===== config.mk =====
export PLATFORM = sky130hd
export DESIGN_NAME = decode_q
export DESIGN_NICKNAME = d
export VERILOG_FILES = /design/src/rtl/decode_q.sv
export SDC_FILE = /design/constraint.sdc
export NUM_CORES = 1
export LEC_CHECK = 0
export ABC_AREA = 1
export BUFFER_PORTS_ARGS = -buffer_cell sky130_fd_sc_hd__buf_4
export CAP_MARGIN = 20
export CORE_UTILIZATION = 50
export CTS_CLUSTER_SIZE = 24
export DETAILED_ROUTE_END_ITERATION = 10
export GPL_TIMING_DRIVEN = 0
export HOLD_SLACK_MARGIN = 0.03
export PLACE_DENSITY = 0.67
export REMOVE_ABC_BUFFERS = 1
export SYNTH_ARGS = -nofsm -noshare
export SYNTH_HDL_FRONTEND = slang
export SYNTH_SLANG_ARGS = --single-unit
export TNS_END_PERCENT = 30

===== constraint.sdc =====
create_clock -name clk -period 4.1 [get_ports clk]
set_input_delay 0.41 -clock clk [delete_from_list [all_inputs] [get_ports clk]]
set_output_delay 0.41 -clock clk [all_outputs]
set_load 0.01 [all_outputs]

===== src/rtl/decode_q.sv =====
// Decoded-instruction queue: canonical instructions are decoded as they are
// enqueued, and the head entry drives every output directly.
module decode_q #(
  parameter int DEPTH   = 4,
  parameter int JI_SEXT = 0
) (
  input  logic                   clk,
  input  logic                   rst_n,
  input  logic                   in_valid,
  output logic                   in_ready,
  input  logic [63:0]            inst,
  input  logic                   in_bad,
  input  logic                   flush,
  output logic                   out_valid,
  input  logic                   out_ready,
  output logic                   type_o,
  output logic [2:0]             unit,
  output logic [1:0]             op,
  output logic [5:0]             rd_rn,
  output logic [5:0]             rd2_rn,
  output logic [5:0]             rs1_rn,
  output logic [5:0]             rs2_rn,
  output logic [63:0]            imm_data,
  output logic [5:0]             r1_rn,
  output logic [5:0]             r2_rn,
  output logic                   bad,
  output logic [$clog2(DEPTH):0] count
);

  localparam int PW = $clog2(DEPTH);
  localparam int CW = PW + 1;
  localparam logic [CW-1:0] DEPTH_C = CW'(DEPTH);

  typedef struct packed {
    logic        typ;
    logic [2:0]  unit;
    logic [1:0]  op;
    logic [5:0]  rd;
    logic [5:0]  rd2;
    logic [5:0]  rs1;
    logic [5:0]  rs2;
    logic [63:0] imm;
    logic [5:0]  r1;
    logic [5:0]  r2;
    logic        bad;
  } entry_t;

  logic [2:0] f_unit;
  logic [1:0] f_op;
  logic [4:0] opc;
  logic       is_ji;
  logic       imm_signed;
  logic [6:0] ji_fill;
  logic       ld_rs1;
  logic       ld_rs1_rs2;
  logic       ld_rs1_rd;
  logic       unused_inst_hi;
  entry_t     dec_entry;

  assign f_unit = inst[60:58];
  assign f_op   = inst[57:56];
  assign opc    = inst[60:56];
  assign is_ji  = (inst[61:57] == 5'b11111);
  assign unused_inst_hi = ^inst[63:62];

  assign imm_signed = (opc[4:2] == 3'b000)
                    | ((opc[4:2] == 3'b001) & ~opc[0])
                    | (opc[4:3] == 2'b10)
                    | (opc[4:2] == 3'b110)
                    | (opc[4:1] == 4'b1110);

  assign ji_fill = (JI_SEXT != 0) ? {7{inst[55]}} : 7'b0;

  // Register-read classes; inst[61] separates R-type (0) from I-type (1).
  always_comb begin
    ld_rs1     = 1'b0;
    ld_rs1_rs2 = 1'b0;
    ld_rs1_rd  = 1'b0;
    if (!inst[61]) begin
      ld_rs1_rs2 = (f_unit < 3'd5) || ((f_unit == 3'd7) && (f_op == 2'd1));
      ld_rs1     = (f_unit == 3'd7) && f_op[1];
    end else begin
      ld_rs1    = (f_unit < 3'd5) || ((f_unit == 3'd5) && (f_op != 2'd0));
      ld_rs1_rd = (f_unit == 3'd6) || ((f_unit == 3'd7) && !f_op[1]);
    end
  end

  always_comb begin
    dec_entry      = '0;
    dec_entry.typ  = inst[61];
    dec_entry.unit = f_unit;
    dec_entry.op   = f_op;
    dec_entry.rd   = inst[55:50];
    dec_entry.rd2  = inst[49:44];
    dec_entry.rs1  = inst[43:38];
    dec_entry.rs2  = inst[37:32];
    dec_entry.bad  = in_bad;
    if (is_ji) begin
      dec_entry.imm = {ji_fill, inst[55:0], 1'b0};
    end else if (imm_signed) begin
      dec_entry.imm = {{32{inst[31]}}, inst[31:0]};
    end else begin
      dec_entry.imm = {32'b0, inst[31:0]};
    end
    // A flagged instruction must never request register reads.
    if (!in_bad) begin
      if (ld_rs1 || ld_rs1_rs2 || ld_rs1_rd) begin
        dec_entry.r1 = inst[43:38];
      end
      if (ld_rs1_rd) begin
        dec_entry.r2 = inst[55:50];
      end else if (ld_rs1_rs2) begin
        dec_entry.r2 = inst[37:32];
      end
    end
  end

  entry_t        mem_q [DEPTH];
  logic [PW-1:0] wr_ptr_q;
  logic [PW-1:0] wr_ptr_d;
  logic [PW-1:0] rd_ptr_q;
  logic [PW-1:0] rd_ptr_d;
  logic [CW-1:0] count_q;
  logic [CW-1:0] count_d;
  logic          out_valid_q;
  logic          out_valid_d;
  logic          push;
  logic          pop;
  logic          push_en;

  assign in_ready = (count_q < DEPTH_C);
  assign push     = in_valid & in_ready;
  assign pop      = out_valid_q & out_ready;
  assign push_en  = push & ~flush;

  always_comb begin
    wr_ptr_d = wr_ptr_q;
    rd_ptr_d = rd_ptr_q;
    count_d  = count_q;
    if (flush) begin
      wr_ptr_d = '0;
      rd_ptr_d = '0;
      count_d  = '0;
    end else begin
      if (push) begin
        wr_ptr_d = wr_ptr_q + PW'(1);
      end
      if (pop) begin
        rd_ptr_d = rd_ptr_q + PW'(1);
      end
      case ({push, pop})
        2'b10:   count_d = count_q + CW'(1);
        2'b01:   count_d = count_q - CW'(1);
        default: count_d = count_q;
      endcase
    end
    out_valid_d = (count_d != '0);
  end

  always_ff @(posedge clk or negedge rst_n) begin
    if (!rst_n) begin
      wr_ptr_q    <= '0;
      rd_ptr_q    <= '0;
      count_q     <= '0;
      out_valid_q <= 1'b0;
    end else begin
      wr_ptr_q    <= wr_ptr_d;
      rd_ptr_q    <= rd_ptr_d;
      count_q     <= count_d;
      out_valid_q <= out_valid_d;
    end
  end

  // Storage is cleared on reset so the head outputs read zero immediately.
  always_ff @(posedge clk or negedge rst_n) begin
    if (!rst_n) begin
      for (int i = 0; i < DEPTH; i++) begin
        mem_q[i] <= '0;
      end
    end else if (push_en) begin
      mem_q[wr_ptr_q] <= dec_entry;
    end
  end

  entry_t head;
  assign head = mem_q[rd_ptr_q];

  assign out_valid = out_valid_q;
  assign count     = count_q;
  assign type_o    = head.typ;
  assign unit      = head.unit;
  assign op        = head.op;
  assign rd_rn     = head.rd;
  assign rd2_rn    = head.rd2;
  assign rs1_rn    = head.rs1;
  assign rs2_rn    = head.rs2;
  assign imm_data  = head.imm;
  assign r1_rn     = head.r1;
  assign r2_rn     = head.r2;
  assign bad       = head.bad;

endmodule

[After elaboration in Yosys (flattened, before gate mapping)]
Cells that the tools add are included.
Word-level totals
  input port bits: 70
  register bits: 436
  word-level logic and storage cells: 116
  output and inout bits: 112
Cells by class
  muxes and demuxes: 21
  eq/ne operators: 10
  $lt $le $gt $ge: 5
  $add $sub $neg: 4
  bitwise operators: 12
  reductions and logical operators: 16
Operators by type and width (number)
  bitwise mux 428 bit: 1
  2-to-1 mux 107 bit: 3
  binary-select mux 107 bit (select 2 bit): 1
  demux 107 bit (select 2 bit): 1
  2-to-1 mux 64 bit: 2
  2-to-1 mux 6 bit: 3
  2-to-1 mux 12 bit: 1
  equality test 3 bit (second input constant): 3
  2-to-1 mux 2 bit: 4
  >= comparator 3 bit (second input constant): 2
  < comparator 3 bit (second input constant): 2
  NOT 2 -> 3 bit: 2
  case mux 3 bit (2 select lines): 1
  nonzero test 2 bit: 3
  equality test 5 bit (second input constant): 1
  logical AND 1 bit: 5
  logical OR 1 bit: 5
  adder 2 x 1 -> 2 bit (second input constant): 2
  bitwise AND 1 bit: 4
  equality test 2 x 1 -> 1 bit (second input constant): 2
  equality test 2 bit (second input constant): 2
  equality test 4 bit (second input constant): 1
  bitwise OR 1 bit: 4
  adder 3 x 1 -> 3 bit (second input constant): 1
  9 further kinds: 12

[Logic depth before layout (Yosys ltp)]
  depth in word-level cells: 9
  depth in mapped cells: 11
  mapped depth without buffers: 11

[Worst setup path after synthesis]
Ideal clock, no wire load.
  kind: register to output
  start: register rd_ptr_q[0]
  end: output imm_data[58]
  path slack: 1.880 ns
  cell stages (with the launch flop): 8
  path buffers: 4
  arrival time: 1.810 ns
  data required time: 3.690 ns
  path through: dfrtp_1 -> buf_2 -> inv_2 -> buf_2 -> clkbuf_1 -> nor2_1 -> o22ai_1 -> buf_4
On the way
  word-level cells in the longest chain between the ends: 4
RTL lines
  start: declaration: line 121  | logic [PW-1:0] rd_ptr_q;
  start signal: assignment: line 168  | rd_ptr_q <= rd_ptr_d;
  NOT 2 -> 3 bit (implied by the code): line 186  | assign head = mem_q[rd_ptr_q];
  binary-select mux 107 bit (select 2 bit): line 186
  2-to-1 mux 107 bit (implied by the code) (2 in a row): line 186
  end: declaration: line 23  | output logic [63:0] imm_data,
No other way between the ends. The select of a mux whose other input is x is not followed.

[Worst setup path after layout]
  start: register rd_ptr_q[0]
  end: output bad
On the way
  word-level cells in the longest chain between the ends: 4
RTL lines
  NOT 2 -> 3 bit (implied by the code): line 186
  binary-select mux 107 bit (select 2 bit): line 186
  2-to-1 mux 107 bit (implied by the code) (2 in a row): line 186
  end: declaration: line 26  | output logic bad,
No other way between the ends. The select of a mux whose other input is x is not followed.

==> summary.md <==
| Metric | Value |
|---|---|
| Fmax | `267 MHz` |
| Fin. Hold Viols | `0` |
| Pwr dens | `693 nW/um^2` |
| CTS H-tree depth | `2` |
| Slew Limit Headroom | `between 20% and 30%` |
| Worst Clk Skew | `0.0136 ns` |
| Global placement routability congestion | `~0.75` |
| Initial Util | `50.8%` |
| Top_reg_cell synth | `dfrtp_1` |
| Hold Crit Class | `in2reg` |
| CTS Buf Count | `44` |
| Row cnt | `70` |
| Place WS | `0.769 ns` |
| Routed len/inst | `roughly 18 um` |
| Port bufs | `about 180` |
| Pin count of the biggest net entering global routing | `about 140` |
| NumNets Final | `2426` |
| Max Root-Sink Buffers | `3` |
| Area growth from synthesis to final layout | `16.5%` |
| Core area | `36500 um^2` |
| Final worst slack | `about 0.36 ns` |
| Setup CP Type | `reg2out` |
| DP HPWL | `between 20 and 30 mm` |
| Multi-input gate area | `about 7300 um^2` |
| Synth Cell Area | `between 15000 and 20000 um^2` |
| Util after Layout | `between 50% and 60%` |
| Drt initial violations | `between 1000 and 1500` |
| First-pass iteration count of the detailed router | `5` |
| Root buffer cell | `clkbuf_16` |
| Final slew viol count | `0` |
| Ratio of cells with drive above 1 in the final layout | `between 10 and 15%` |
| Required time of the worst setup path | `3.69 ns` |
| IO Pins | `roughly 180` |
| GRT Total Usage | `a little over a quarter` |
| Setup crit start kind | `flip-flop` |
| Via density | `roughly 5.6` |
| Synth Instances | `~2300` |
| Worst-Margin Slew | `between 1 and 1.5 ns` |
| Sequential area share after synthesis | `between 50% and 60%` |
| Final setup violating endpoints | `0` |
| Number of clock sinks | `a little over 400` |
| Avg Cell Area, Syn | `8.15 um^2` |
| TritonCTS clock tree | `done` |
| Clk Latency, worst-skew pair | `about 0.54 ns` |
| DR DRC count | `0` |
| Peak VDD IR | `428 uV` |
| Clock transition at the registers of the reported paths | `0.05 ns` |
| Synth top area cells | `dfrtp_1 (56%), nand2_1 (14%), o21ai_0 (9.1%)` |
| Die width | `195 um` |
| Status | `finished clean` |
| Leak Pwr | `around 11 nW` |
| Unrepaired setup endpoints after global routing | `no` |
| Synth top cells by count | `nand2_1 (695), dfrtp_1 (412), o21ai_0 (338), nor2_1 (280), o21ai_1 (110)` |
| Vias | `between 15000 and 20000` |
| Synth top area share | `a little under three fifths` |
| Synth warn | `0` |
| Cell variety after synth | `24` |
| Final wirelength | `approximately 50 mm` |
| Synth async-reset ratio | `100%` |
| Register area | `roughly 10000 um^2` |
| Count leader, synth | `nand2_1` |
| Max-Cap Viols | `0` |
| Antenna Diode Count | `0` |
| CP arrival | `3.33 ns` |
| Antenna-violating nets left | `0` |
| Number of global-route vias before repair | `15600` |
| Initial antenna violation count | `0` |
| Die ar. | `~38000 um^2` |
| Number of synthesized flops with an enable pin | `0` |
| # fillers | `between 3000 and 4000` |
| Crit-path max FO | `roughly 140` |
| Die height | `195 um` |
| GRT Residual Overflow | `0` |
| #FFs+latches synth | `roughly 410` |
| First-pass GRT wire length | `slightly above 80 mm` |
| Worst setup EP type | `output pin` |
| Minimum clock period | `approximately 3.7 ns` |
| Post-synth top area cell | `dfrtp_1` |
| Period utilization | `just over 90%` |
final cells by class:
class	instances	area share, %
Clock buffer	66	6.03
Clock inverter	8	0.301
Inverter	56	1.02
Multi-Input combinational cell	1638	33.9
Sequential cell	412	47.7
Tap cell	468	2.71
Timing Repair Buffer	198	8.34
path summary, 6_finish.rpt:
path | start | endpoint | slack (ns) | cells past startpoint
setup / recovery | rd_ptr_q[0] | bad | 0.36 | 6
hold / removal | flush | count[1] | 0.06 | 2
max in group asynchronous | rst_n | mem_q[268] | 2.13 | 4
hold reg to reg | mem_q[308] | mem_q[308] | 0.47 | 2
min in group asynchronous | rst_n | mem_q[145] | 0.47 | 2
setup reg to reg | count[2] | mem_q[172] | 1.30 | 9
per-layer routing:
metal	up-vias	wire length (um)	share of wire (%)	GRT usage (%)
met5	-	0	0	0
met4	0	924	1.8	6.97
met3	71	3480	6.9	4.46
met2	509	24100	48	45.1
met1	7613	21900	43	36.7
li1	7636	-	-	-
critical path, cell delays in order, from the launching register on:
cell	delay, ns
dfrtp_4	0.80
buf_12	0.35
inv_8	0.33
buf_16	0.43
o21ai_0	0.15
o22ai_1	0.31
buf_4	0.19
cells by family (layout without fill, tap and decap cells):
family                   Yosys count  count (layout)  share of synthesized area (%)
AO/OA/AOI/OAI                    607             607                           17.5
buffers and inverters            227             328                           5.31
AND/OR/NAND/NOR                 1025            1025                           21.2
flip-flops                       412             412                           55.6
adder cells (fa/ha/maj)            6               6                          0.445
report_power, final:
group	leakage (nW)	switching, mW	internal, mW	total, mW
Clock	0.681	1.56	2.24	3.80
Sequential	5.33	0.864	5.65	6.52
Combinational	4.84	2.62	2.05	4.67
Total	10.9	5.04	9.95	15.0
state kept, by name, summed over array words and instances, names as in the netlist:
name / count
mem_q: 404
out_valid: 1
count: 3
wr_ptr_q: 2
rd_ptr_q: 2
cell usage in the layout (no fill, tap or decap), types with 6 or more instances in the layout:
cell,synthesis,final
nand2_1,695,694
dfrtp_1,412,410
o21ai_0,338,338
nor2_1,280,280
buf_4,6,178
o21ai_1,110,110
o22ai_1,101,100
inv_1,49,48
clkbuf_16,0,45
a31oi_1,40,40
nand3_1,38,38
clkbuf_1,87,11
buf_16,0,11
clkbuf_8,0,10
a21oi_2,9,9
a21oi_1,8,8
clkinv_2,0,7
buf_12,0,7
inv_2,7,6
per-stage QoR:
stage / TNS [ns] / area [um^2] / instances / power [mW] / hold WS, ns
global placement: -1645.94 / 19700 / 2753 / 11.1 / 0.457
floorplan: -223.64 / 17800 / 2106 / 9.13 / 0.114
CTS: 0 / 21600 / 2846 / 15.1 / 0.0376
global route: 0 / 21600 / 2846 / 16.0 / 0.0663
finish: 0 / 21600 / 2846 / 15.0 / 0.0596
detailed placement: 0 / 20200 / 2771 / 11.2 / 0.460
timing repair:
action,4_1_cts,5_1_grt
setup endpoints to repair,0,7
setup buffers,0,0
gates resized for setup,0,1
hold endpoints to repair,86,0
hold buffers,1,0
Power figures use the tool's default switching activity.
